`config.mk`:
```
export PLATFORM = sky130hd
export DESIGN_NAME = lcd_bus_driver
export DESIGN_NICKNAME = d
export VERILOG_FILES = /design/src/rtl/lcd_pkg.sv /design/src/rtl/lcd_bus_driver_timer.sv /design/src/rtl/lcd_bus_driver.sv
export SDC_FILE = /design/constraint.sdc
export NUM_CORES = 1
export LEC_CHECK = 0
export ABC_AREA = 0
export CORE_UTILIZATION = 58
export CTS_CLUSTER_DIAMETER = 40
export CTS_CLUSTER_SIZE = 28
export DETAILED_ROUTE_END_ITERATION = 8
export DONT_BUFFER_PORTS = 1
export PLACE_DENSITY = 0.81
export REMOVE_ABC_BUFFERS = 1
export SYNTH_ARGS = -nofsm -noshare
export SYNTH_HDL_FRONTEND = slang
export SYNTH_HIERARCHICAL = 1
export SYNTH_SLANG_ARGS = --single-unit
```
`constraint.sdc`:
```
create_clock -name clk -period 4.65 [get_ports clk]
set_input_delay 0.93 -clock clk [delete_from_list [all_inputs] [get_ports clk]]
set_output_delay 0.93 -clock clk [all_outputs]
set_load 0.05 [all_outputs]
```
`src/rtl/lcd_pkg.sv`:
```
// Shared definitions for the HD44780-style LCD bus driver.
//   - lcd_state_t : driver FSM states
//   - lcd_wait_t  : selects which post-transfer execution wait applies
//   - default timing constants (clk cycles at 50 MHz)
//   - init ROM contents (bytes and their waits) and the clear/home test
package lcd_pkg;

  localparam int TMR_W   = 20;
  localparam int ROM_LEN = 8;

  localparam int unsigned DEF_T_POWERUP = 750000;
  localparam int unsigned DEF_T_SETUP   = 2;
  localparam int unsigned DEF_T_PULSE   = 12;
  localparam int unsigned DEF_T_HOLD    = 10;
  localparam int unsigned DEF_T_CMD     = 2000;
  localparam int unsigned DEF_T_CLEAR   = 82000;
  localparam int unsigned DEF_T_INIT1   = 205000;
  localparam int unsigned DEF_T_INIT2   = 5000;

  typedef enum logic [2:0] {
    ST_POWERUP,
    ST_LOAD,
    ST_SETUP,
    ST_PULSE,
    ST_HOLD,
    ST_EXEC,
    ST_IDLE
  } lcd_state_t;

  typedef enum logic [1:0] {
    WAIT_CMD,
    WAIT_CLEAR,
    WAIT_INIT1,
    WAIT_INIT2
  } lcd_wait_t;

  // 8-bit interface wake-up (0x30 x3), function set, display off, clear,
  // entry mode, display on.
  function automatic logic [7:0] init_rom_byte(input logic [2:0] idx);
    case (idx)
      3'd0, 3'd1, 3'd2: return 8'h30;
      3'd3:             return 8'h38;
      3'd4:             return 8'h08;
      3'd5:             return 8'h01;
      3'd6:             return 8'h06;
      default:          return 8'h0C;
    endcase
  endfunction

  function automatic lcd_wait_t init_rom_wait(input logic [2:0] idx);
    case (idx)
      3'd0:    return WAIT_INIT1;
      3'd1:    return WAIT_INIT2;
      3'd5:    return WAIT_CLEAR;
      default: return WAIT_CMD;
    endcase
  endfunction

  // Clear display (0x01) and return home (0x02/0x03) are the slow commands.
  function automatic lcd_wait_t host_wait(input logic rs, input logic [7:0] data);
    if (!rs && (data == 8'h01 || data == 8'h02 || data == 8'h03))
      return WAIT_CLEAR;
    return WAIT_CMD;
  endfunction

endpackage

```
`src/rtl/lcd_bus_driver_timer.sv`:
```
// lcd_delay_timer: single down-counter shared by all timed FSM states.
//   clk, rst_n : clock and synchronous active-low reset
//   load       : (re)start the count with load_val
//   load_val   : number of cycles until done (>= 1)
//   done       : one-cycle pulse in the last cycle of the loaded interval
// Reset behaves like a load of RST_VAL, so the power-up wait starts
// counting in the first cycle after reset release without an extra load.
module lcd_delay_timer #(
  parameter int          W       = 20,
  parameter int unsigned RST_VAL = 1
) (
  input  logic         clk,
  input  logic         rst_n,
  input  logic         load,
  input  logic [W-1:0] load_val,
  output logic         done
);

  logic [W-1:0] cnt;
  logic         run;

  always_ff @(posedge clk) begin
    if (!rst_n) begin
      cnt <= W'(RST_VAL - 1);
      run <= 1'b1;
    end else if (load) begin
      cnt <= load_val - 1'b1;
      run <= 1'b1;
    end else if (run) begin
      if (cnt == '0) run <= 1'b0;
      else           cnt <= cnt - 1'b1;
    end
  end

  assign done = run && (cnt == '0);

endmodule

```
`src/rtl/lcd_bus_driver.sv`:
```
// lcd_bus_driver: write-only 8-bit HD44780-style LCD bus sequencer.
// Runs the power-up wait and fixed init ROM, then accepts host bytes one
// at a time and strobes them onto the LCD bus with delay-based timing.
//   clk, rst_n            : 50 MHz clock, synchronous active-low reset
//   in_valid/in_ready     : host byte handshake (accepted when both high)
//   in_rs, in_data        : host register select and byte
//   init_done             : init sequence complete (sticky until reset)
//   data_out_en/_on/_rs/_rw, data_out : LCD bus (rw always 0)
//
// state   | meaning
// POWERUP | waiting T_POWERUP after reset, bus idle
// LOAD    | fetch first init ROM byte onto the bus registers
// SETUP   | rs/data driven, en low, T_SETUP cycles
// PULSE   | en high, T_PULSE cycles
// HOLD    | en low, rs/data still held, T_HOLD cycles
// EXEC    | waiting for the LCD to execute the byte
// IDLE    | init done, in_ready high, waiting for a host byte
module lcd_bus_driver
  import lcd_pkg::*;
#(
  parameter int unsigned T_POWERUP = DEF_T_POWERUP,
  parameter int unsigned T_SETUP   = DEF_T_SETUP,
  parameter int unsigned T_PULSE   = DEF_T_PULSE,
  parameter int unsigned T_HOLD    = DEF_T_HOLD,
  parameter int unsigned T_CMD     = DEF_T_CMD,
  parameter int unsigned T_CLEAR   = DEF_T_CLEAR,
  parameter int unsigned T_INIT1   = DEF_T_INIT1,
  parameter int unsigned T_INIT2   = DEF_T_INIT2
) (
  input  logic       clk,
  input  logic       rst_n,
  input  logic       in_valid,
  output logic       in_ready,
  input  logic       in_rs,
  input  logic [7:0] in_data,
  output logic       init_done,
  output logic       data_out_en,
  output logic       data_out_on,
  output logic       data_out_rs,
  output logic       data_out_rw,
  output logic [7:0] data_out
);

  lcd_state_t       state;
  logic [2:0]       rom_idx;
  lcd_wait_t        exec_sel;
  logic             tmr_load;
  logic [TMR_W-1:0] tmr_val;
  logic             tmr_done;
  logic             accept;
  logic             last_rom;
  logic [2:0]       next_idx;

  assign accept   = in_valid && in_ready;
  assign last_rom = (rom_idx == 3'(ROM_LEN - 1));
  assign next_idx = rom_idx + 3'd1;

  function automatic logic [TMR_W-1:0] wait_cycles(input lcd_wait_t sel);
    case (sel)
      WAIT_INIT1: return TMR_W'(T_INIT1);
      WAIT_INIT2: return TMR_W'(T_INIT2);
      WAIT_CLEAR: return TMR_W'(T_CLEAR);
      default:    return TMR_W'(T_CMD);
    endcase
  endfunction

  // The timer is loaded on the same edge the FSM changes state, so each
  // timed state lasts exactly its parameter in cycles.
  always_comb begin
    tmr_load = 1'b0;
    tmr_val  = TMR_W'(T_SETUP);
    case (state)
      ST_LOAD:  tmr_load = 1'b1;
      ST_SETUP: begin
        tmr_load = tmr_done;
        tmr_val  = TMR_W'(T_PULSE);
      end
      ST_PULSE: begin
        tmr_load = tmr_done;
        tmr_val  = TMR_W'(T_HOLD);
      end
      ST_HOLD: begin
        tmr_load = tmr_done;
        tmr_val  = wait_cycles(exec_sel);
      end
      ST_EXEC:  tmr_load = tmr_done && !init_done && !last_rom;
      ST_IDLE:  tmr_load = accept;
      default:  tmr_load = 1'b0;
    endcase
  end

  lcd_delay_timer #(
    .W       (TMR_W),
    .RST_VAL (T_POWERUP)
  ) u_timer (
    .clk      (clk),
    .rst_n    (rst_n),
    .load     (tmr_load),
    .load_val (tmr_val),
    .done     (tmr_done)
  );

  always_ff @(posedge clk) begin
    if (!rst_n) begin
      state       <= ST_POWERUP;
      rom_idx     <= 3'd0;
      exec_sel    <= WAIT_CMD;
      in_ready    <= 1'b0;
      init_done   <= 1'b0;
      data_out_en <= 1'b0;
      data_out_on <= 1'b0;
      data_out_rs <= 1'b0;
      data_out_rw <= 1'b0;
      data_out    <= 8'h00;
    end else begin
      data_out_on <= 1'b1;
      data_out_rw <= 1'b0;
      case (state)
        ST_POWERUP: if (tmr_done) state <= ST_LOAD;
        ST_LOAD: begin
          data_out_rs <= 1'b0;
          data_out    <= init_rom_byte(rom_idx);
          exec_sel    <= init_rom_wait(rom_idx);
          state       <= ST_SETUP;
        end
        ST_SETUP: if (tmr_done) begin
          data_out_en <= 1'b1;
          state       <= ST_PULSE;
        end
        ST_PULSE: if (tmr_done) begin
          data_out_en <= 1'b0;
          state       <= ST_HOLD;
        end
        ST_HOLD: if (tmr_done) state <= ST_EXEC;
        ST_EXEC: if (tmr_done) begin
          // Later init bytes are latched here so the ROM streams without
          // spending a LOAD cycle per byte.
          if (!init_done && !last_rom) begin
            rom_idx     <= next_idx;
            data_out_rs <= 1'b0;
            data_out    <= init_rom_byte(next_idx);
            exec_sel    <= init_rom_wait(next_idx);
            state       <= ST_SETUP;
          end else begin
            init_done <= 1'b1;
            in_ready  <= 1'b1;
            state     <= ST_IDLE;
          end
        end
        ST_IDLE: if (accept) begin
          in_ready    <= 1'b0;
          data_out_rs <= in_rs;
          data_out    <= in_data;
          exec_sel    <= host_wait(in_rs, in_data);
          state       <= ST_SETUP;
        end
        default: state <= ST_POWERUP;
      endcase
    end
  end

endmodule

```
==> results of run 1 <==
==> cell usage in the layout, fill, tap and decap left out, drive strengths merged, types with 4 or more instances in the layout <==
cell type,synthesis,final
or3,4,4
nor2b,5,5
or2,4,4
conb,1,18
xnor2,5,5
o21ai,15,15
mux2i,13,13
o31ai,4,4
nand3,13,13
and2,6,6
xor2,8,8
o311a,4,4
nand2b,9,9
nor4b,4,4
a21oi,17,17
nand2,33,33
o211ai,14,14
nor2,26,26
inv,12,12
nor3,24,24
and3,4,4
buf,17,6
dfxtp,42,42
clkbuf,10,6
a2111oi,4,4
a211oi,10,10
ha,15,15
nor4,21,21
==> cell families (layout without fill, tap and decap cells) <==
kind of cell / after synthesis / in the layout
and+or+nand+nor: 172 / 172
other: 1 / 18
AOI/OAI and AO/OA: 103 / 103
adders and majority gates: 15 / 15
muxes: 14 / 14
buffers and inverters: 39 / 25
xor gates and xnor gates: 13 / 13
DFF: 42 / 42
==> power by group through the flow <==
| stage | Sequential (mW) | Clock [mW] | Combinational (mW) |
|---|---|---|---|
| after floorplan | 0.374 | 0 | 0.0150 |
| after CTS | 0.367 | 0.305 | 0.0183 |
| after global routing | 0.368 | 0.321 | 0.0214 |
| after detailed placement | 0.376 | 0 | 0.0182 |
| final | 0.368 | 0.304 | 0.0191 |
| after global placement | 0.376 | 0 | 0.0178 |
==> area by class of cell <==
class / instances / area (sq um)
clock buffer: 6 / 82.6
clock inverter: 1 / 30.0
fill: 449 / 1800
inverter: 12 / 45.0
multi-input combinational: 335 / 2340
sequential: 42 / 841
tap: 70 / 87.6
timing repair buffer: 6 / 45.0
==> critical path: cells and delay by family, from the launching register on <==
family	cells	cell delay [ps]
flops	1	370
simple gates	9	3080
compound gates	2	450
buf+inv	1	320
==> routing by layer <==
| layer | vias to the layer above | routed length (um) | track usage (%) |
|---|---|---|---|
| met1 | 1520 | 3690 | 40.6 |
| met2 | 196 | 3710 | 43.5 |
| met5 | - | 0 | 0 |
| met4 | 0 | 195 | 9.81 |
| met3 | 35 | 855 | 6.43 |
| li1 | 1496 | - | - |
==> sequential cells by signal, summed over array words and instances (netlist names) <==
signal and cells:
in_ready 1, data_out_on 1, data_out 8, rom_idx 3, data_out_en 1, init_done 1
u_timer/run 1, data_out_rs 1, state 3, u_timer/cnt 20, exec_sel 2
==> timing repair <==
| action | CTS | global route |
|---|---|---|
| buffers inserted | 0 | 0 |
| hold buffers | 0 | 0 |
| endpoints found under the setup margin | 0 | 5 |
| resized for setup | 0 | 2 |
==> path summary, 6_finish.rpt <==
path,start,slack [ps],cells after the start,endpoint
worst max-delay path,u_timer/cnt[9],330,12,u_timer/cnt[15]
worst min-delay path,rom_idx[1],530,2,rom_idx[1]
worst max register to register,u_timer/cnt[9],330,12,u_timer/cnt[15]
worst min register to register,rom_idx[1],530,2,rom_idx[1]
==> per-stage QoR <==
step / instance area, sq um / cells / worst slack, ps
2_1_floorplan: 3200 / 389 / -655
3_3_place_gp: 3350 / 465 / 537
3_5_place_dp: 3350 / 465 / 260
4_1_cts: 3460 / 472 / 229
5_1_grt: 3470 / 472 / 15.7
6_report: 3470 / 472 / 329
==> run summary, run 1 <==
Post-synthesis compound-gate area fraction: 23.8%
Worst Hold Slack: 525 ps
DRC Markers: 0
Largest net degree at the start of global routing: 32
Critical Path Start Type: flip-flop
Sw Ratio: 21.7%
Post-Synth Adder-Cell Area: 5.73%
Seq pwr share: 53.2%
Worst rel slew slack: 52.2%
Part of the Yosys area used for sequential elements: 25.7%
Nets: 429
Synth Flop Type: dfxtp_1
P_leak: 1.24 nW
Crit path cell chain: nor3_1 > nand2_1 > nor3_1 > nand2_1 > or4_1 > nand3_2 > buf_4 > nor4b_2 > o22ai_2 > nor4_2 > a211oi_1 > nor4_1
Vias in the first global route: 2970
Ports: 26
Most frequent cells after synthesis: dfxtp_1, nand2_1, nor2_1
Post-synth ARST share: 0%
Mapped Area: 3270 sq um
Outcome: finished clean
RSZ-0062 raised after global routing: no
Cell Rows: 26
Power Density: 199 nW/um^2
CTS tree: done
Initial antenna violation count: 0
Hold Path Class: reg2reg
Warnings, synthesis: 6
ANT cells: 0
Pint: 541 uW
Worst Tran Pin Value: 716 ps
Clk sinks: 42
Psw: 150 uW
Fin. Hold Viols: 0
Worst path required time: 4860 ps
Final ANT Viol Nets: 0
Synth area leader: dfxtp_1
Final Skew: 7.64 ps
Final Max Tran Viols: 0
Syn Area/Cell: 8.21 sq um
Number of max-cap violations: 0
EDFF count, synth: 0
Worst-path clk slew: 80 ps
Die ar.: 5950 sq um
Tot Pwr: 691 uW
Fmax: 231 MHz
Core area: 5270 sq um
Final core occ: 65.9%
Final period util: 92.9%
Post-synth cell types: 77
IO buf count: 0
Post-Synth XOR/XNOR Area: 3.48%
Setup violators final: 0
Initial core utilization: 62.1%
Count leader, synth: dfxtp_1
Global placer's final weighted congestion: 0.932
Main combinational cell family by area after synthesis: simple AND/OR/NAND/NOR gates
First-pass GRT wire length: 14.1 mm
Yosys top cell area share: 25.7%
Die Wd: 77.1 um
Worst vdd ir: 0.132 mV
Iter 0 DRT Violations: 608
Critical Path Sink Type: flip-flop
Worst EP arrival: 4530 ps
CTS root buf: clkbuf_8
Combinational Power Share: 2.8%
#FFs+latches synth: 42
Synth Area in Simple Gates: 30.5%
Via density: 6.88
Overflow after GRT: 0
Total Wirelength: 8.46 mm
CP max-delay cell: or4_1
H-tree Lvls: 2
DP HPWL: 5.88 mm
Die H: 77.1 um
Total CTS buffers: 5
Worst-skew pair later-pin latency: 300 ps
Clock Tree Buf Depth: 2
Critical path class: reg2reg
Via count: 3247
Share of layout cells above drive strength 1: 10.7%
Slowest stage delay, CP: 590 ps
Mapped Cells: 399
Drt first pass iters: 7
Post-layout min period: 4320 ps
Clock power frac: 44.0%
CP Max Fanout: 27
Area grow syn2layout: 6.08%
WL/cell: 17.9 um
Setup TNS: 0 ps
Global Route Usage Sum: 29.0%
Ranking of synthesized cells by area: dfxtp_1, ha_1, nand2_1
Mux share of post-synthesis cell area: 5.20%
No activity file was read; power rests on OpenSTA's default activity.
==> run 2: changes to the inputs <==
--- a/config.mk
+++ b/config.mk
@@ -6,6 +6,7 @@
 export NUM_CORES = 1
 export LEC_CHECK = 0
 export ABC_AREA = 0
+export CORE_ASPECT_RATIO = 0.6
 export CORE_UTILIZATION = 58
 export CTS_CLUSTER_DIAMETER = 40
 export CTS_CLUSTER_SIZE = 28
@@ -13,6 +14,7 @@
 export DONT_BUFFER_PORTS = 1
 export PLACE_DENSITY = 0.81
 export REMOVE_ABC_BUFFERS = 1
+export SLEW_MARGIN = 25
 export SYNTH_ARGS = -nofsm -noshare
 export SYNTH_HDL_FRONTEND = slang
 export SYNTH_HIERARCHICAL = 1
==> run summary, run 2 (synthesis gave the netlist of run 1 again) <==
Outcome: finished clean
Met3 routed WL: 1.04 mm (+22%)
Die Wd: 99 um (+28%)
Final ANT Viol Nets: 0 (unchanged)
Nets: 432 (+0.70%)
Via count: 3219 (-0.86%)
Highest routed layer: met4
Total Wirelength: 8.88 mm (+5.1%)
Cts hold-fix bufs: 0 (unchanged)
Fillcell total: 438 (-2.4%)
Iter 0 DRT Violations: 327 (-46%)
H-tree Lvls: 2 (unchanged)
Area grow syn2layout: 5.62%
Setup Buffers After CTS: 0 (unchanged)
Design Area, Final: 3460 sq um (-0.43%)
Final Max Tran Viols: 0 (unchanged)
RSZ-0062 raised after global routing: no
Crit Reg-Reg Startpoint: u_timer/cnt[9]
Critical Path Start Type: flip-flop
Overflow after GRT: 0 (unchanged)
Register name with the most flops: u_timer/cnt
Placed cell areas: 3360 sq um (+0.52%)
Final core occ: 65.8% (-0.097 points)
ANT cells: 0 (unchanged)
Hold Path Class: reg2reg
Final period util: 92.8% (about the same)
Worst r2r dst: u_timer/cnt[17]
Die H: 60.2 um (-22%)
Worst-path clk slew: 90 ps (about the same)
Clock Tree Buf Depth: 2 (unchanged)
Worst Tran Pin Value: 818 ps (+101 ps)
Fmax: 232 MHz (about the same)
Setup TNS: 0 ps (unchanged)
P_leak: 1.22 nW (-1.1%)
Worst vdd ir: 0.114 mV (-13%)
Drt first pass iters: 7 (unchanged)
Commonest non-fill, non-tap cell in the layout: dfxtp_1
Global Route Usage Sum: 31.2% (+2.2 points)
Slowest stage delay, CP: 550 ps (-40 ps)
Fin. Hold Viols: 0 (unchanged)
Largest net degree at the start of global routing: 35 (+9.4%)
Worst path required time: 4830 ps (-30 ps)
Initial core utilization: 62.3% (+0.18 points)
Most frequent cells in the layout: dfxtp_1, nand2_1, nor2_1
Power Density: 189 nW/um^2 (-5.2%)
Post-layout min period: 4320 ps (-4.08 ps)
Ports: 26 (unchanged)
First-pass GRT wire length: 14.1 mm (+0.15%)
Number of max-cap violations: 0 (unchanged)
Max reg flops: 20 (unchanged)
CP Max Fanout: 34 (+26%)
FF-to-FF setup slack: 330 ps (about the same)
Final Skew: 8.24 ps (+0.598 ps)
Met2 wire length: 3.34 mm (-9.9%)
IO buf count: 0 (unchanged)
CP max-delay cell: nor4_1
Min-Delay Endpoint: rom_idx[1]
Critical path class: reg2reg
Setup violators final: 0 (unchanged)
DRC Markers: 0 (unchanged)
Worst-skew pair later-pin latency: 320 ps (+20 ps)
Worst EP arrival: 4500 ps (-30 ps)
CTS tree: done
Most used cell, CP: buf_4
M1 WL: 4.41 mm (+19%)
Worst rel slew slack: 45.5% (-6.7 points)
Die ar.: 5960 sq um (+0.17%)
Hold path start: rom_idx[1]
Vias in the first global route: 2645 (-11%)
CTS root buf: clkbuf_8
Core area: 5260 sq um (-0.28%)
Initial antenna violation count: 0 (unchanged)
Critical Path Sink Type: flip-flop
Post-CTS Resized: 0 (unchanged)
Via density: 6.82 (-0.86%)
Share of layout cells above drive strength 1: 11.3% (+0.63 points)
Crit path cell chain: nor3_1 > nand2_1 > nor3_1 > buf_4 > nand2_1 > or4_1 > nand3_2 > buf_4 > buf_4 > nor2b_1 > a22oi_2 > nor4_1 > xor2_1 > o211ai_1
Clk sinks: 42 (unchanged)
Global placer's final weighted congestion: 0.954 (+2.3%)
DP HPWL: 6.45 mm (+9.8%)
Reg2Reg Depth: 14 (+2)
Cell Rows: 20 (-23%)
Total CTS buffers: 5 (unchanged)
WL/cell: 18.8 um (+5.1%)
Top flop regs: u_timer/cnt x20, data_out x8
Hold depth: 2 (unchanged)
-- run 2: changes by cell type in the layout (fill, tap and decap cells not counted) --
cell and change:
clkinvlp_4 +1, nor4b_4 -1, o22ai_1 +1, buf_4 +3
bufinv_16 -1, nor4b_2 +1, o22ai_2 -1, clkinv_2 +1
-- run 2: layer usage --
| metal | vias up | GRT usage (%) |
|---|---|---|
| li1 | 1504 | - |
| met1 | 1507 | 48.2 |
| met2 | 195 | 40.4 |
| met3 | 13 | 9.94 |
| met4 | 0 | 7.04 |
| met5 | - | 0 |
-- run 2: how the worst max path moves through the flow --
| stage | start | endpoint | slack [ps] | cells past startpoint |
|---|---|---|---|---|
| after floorplan | u_timer/cnt[9] | u_timer/cnt[10] | -660 | 13 |
| after global placement | u_timer/cnt[9] | u_timer/cnt[17] | 610 | 14 |
| after detailed placement | u_timer/cnt[9] | u_timer/cnt[10] | 500 | 14 |
| after CTS | u_timer/cnt[9] | u_timer/cnt[10] | 470 | 14 |
| after global routing | u_timer/cnt[9] | u_timer/cnt[18] | 90 | 14 |
| final | u_timer/cnt[9] | u_timer/cnt[17] | 330 | 14 |
-- run 2: power by group --
part | switching [mW] | leakage (nW) | internal [mW]
Combinational | 0.0120 | 0.837 | 0.00694
Clock | 0.146 | 0.0472 | 0.120
Sequential | 0.00545 | 0.340 | 0.362
-- run 2: final cells by class --
class / instances / area, sq um / share of cell area (%)
sequential: 42 / 841 / 24.3
clock inverter: 2 / 12.5 / 0.362
multi-input combinational: 335 / 2330 / 67.3
clock buffer: 6 / 82.6 / 2.39
inverter: 12 / 45.0 / 1.30
tap: 66 / 82.6 / 2.39
timing repair buffer: 9 / 67.6 / 1.95
-- run 2: metrics by stage --
| step | power [mW] | worst slack, ps | instances | hold slack (ps) |
|---|---|---|---|---|
| 2_1_floorplan | 0.389 | -655 | 389 | 485 |
| 3_5_place_dp | 0.394 | 498 | 464 | 539 |
| 3_3_place_gp | 0.393 | 610 | 464 | 499 |
| 4_1_cts | 0.651 | 469 | 472 | 551 |
| 5_1_grt | 0.669 | 85.4 | 472 | 573 |
| 6_report | 0.652 | 334 | 472 | 554 |
-- run 2: worst max-delay path: cells and delay by family (launching register included) --
family                 cells  cell delay [ps]
AO/OA/AOI/OAI              2              250
XOR/XNOR                   1              190
buffers and inverters      3              840
flip-flops                 1              390
AND/OR/NAND/NOR            8             2510
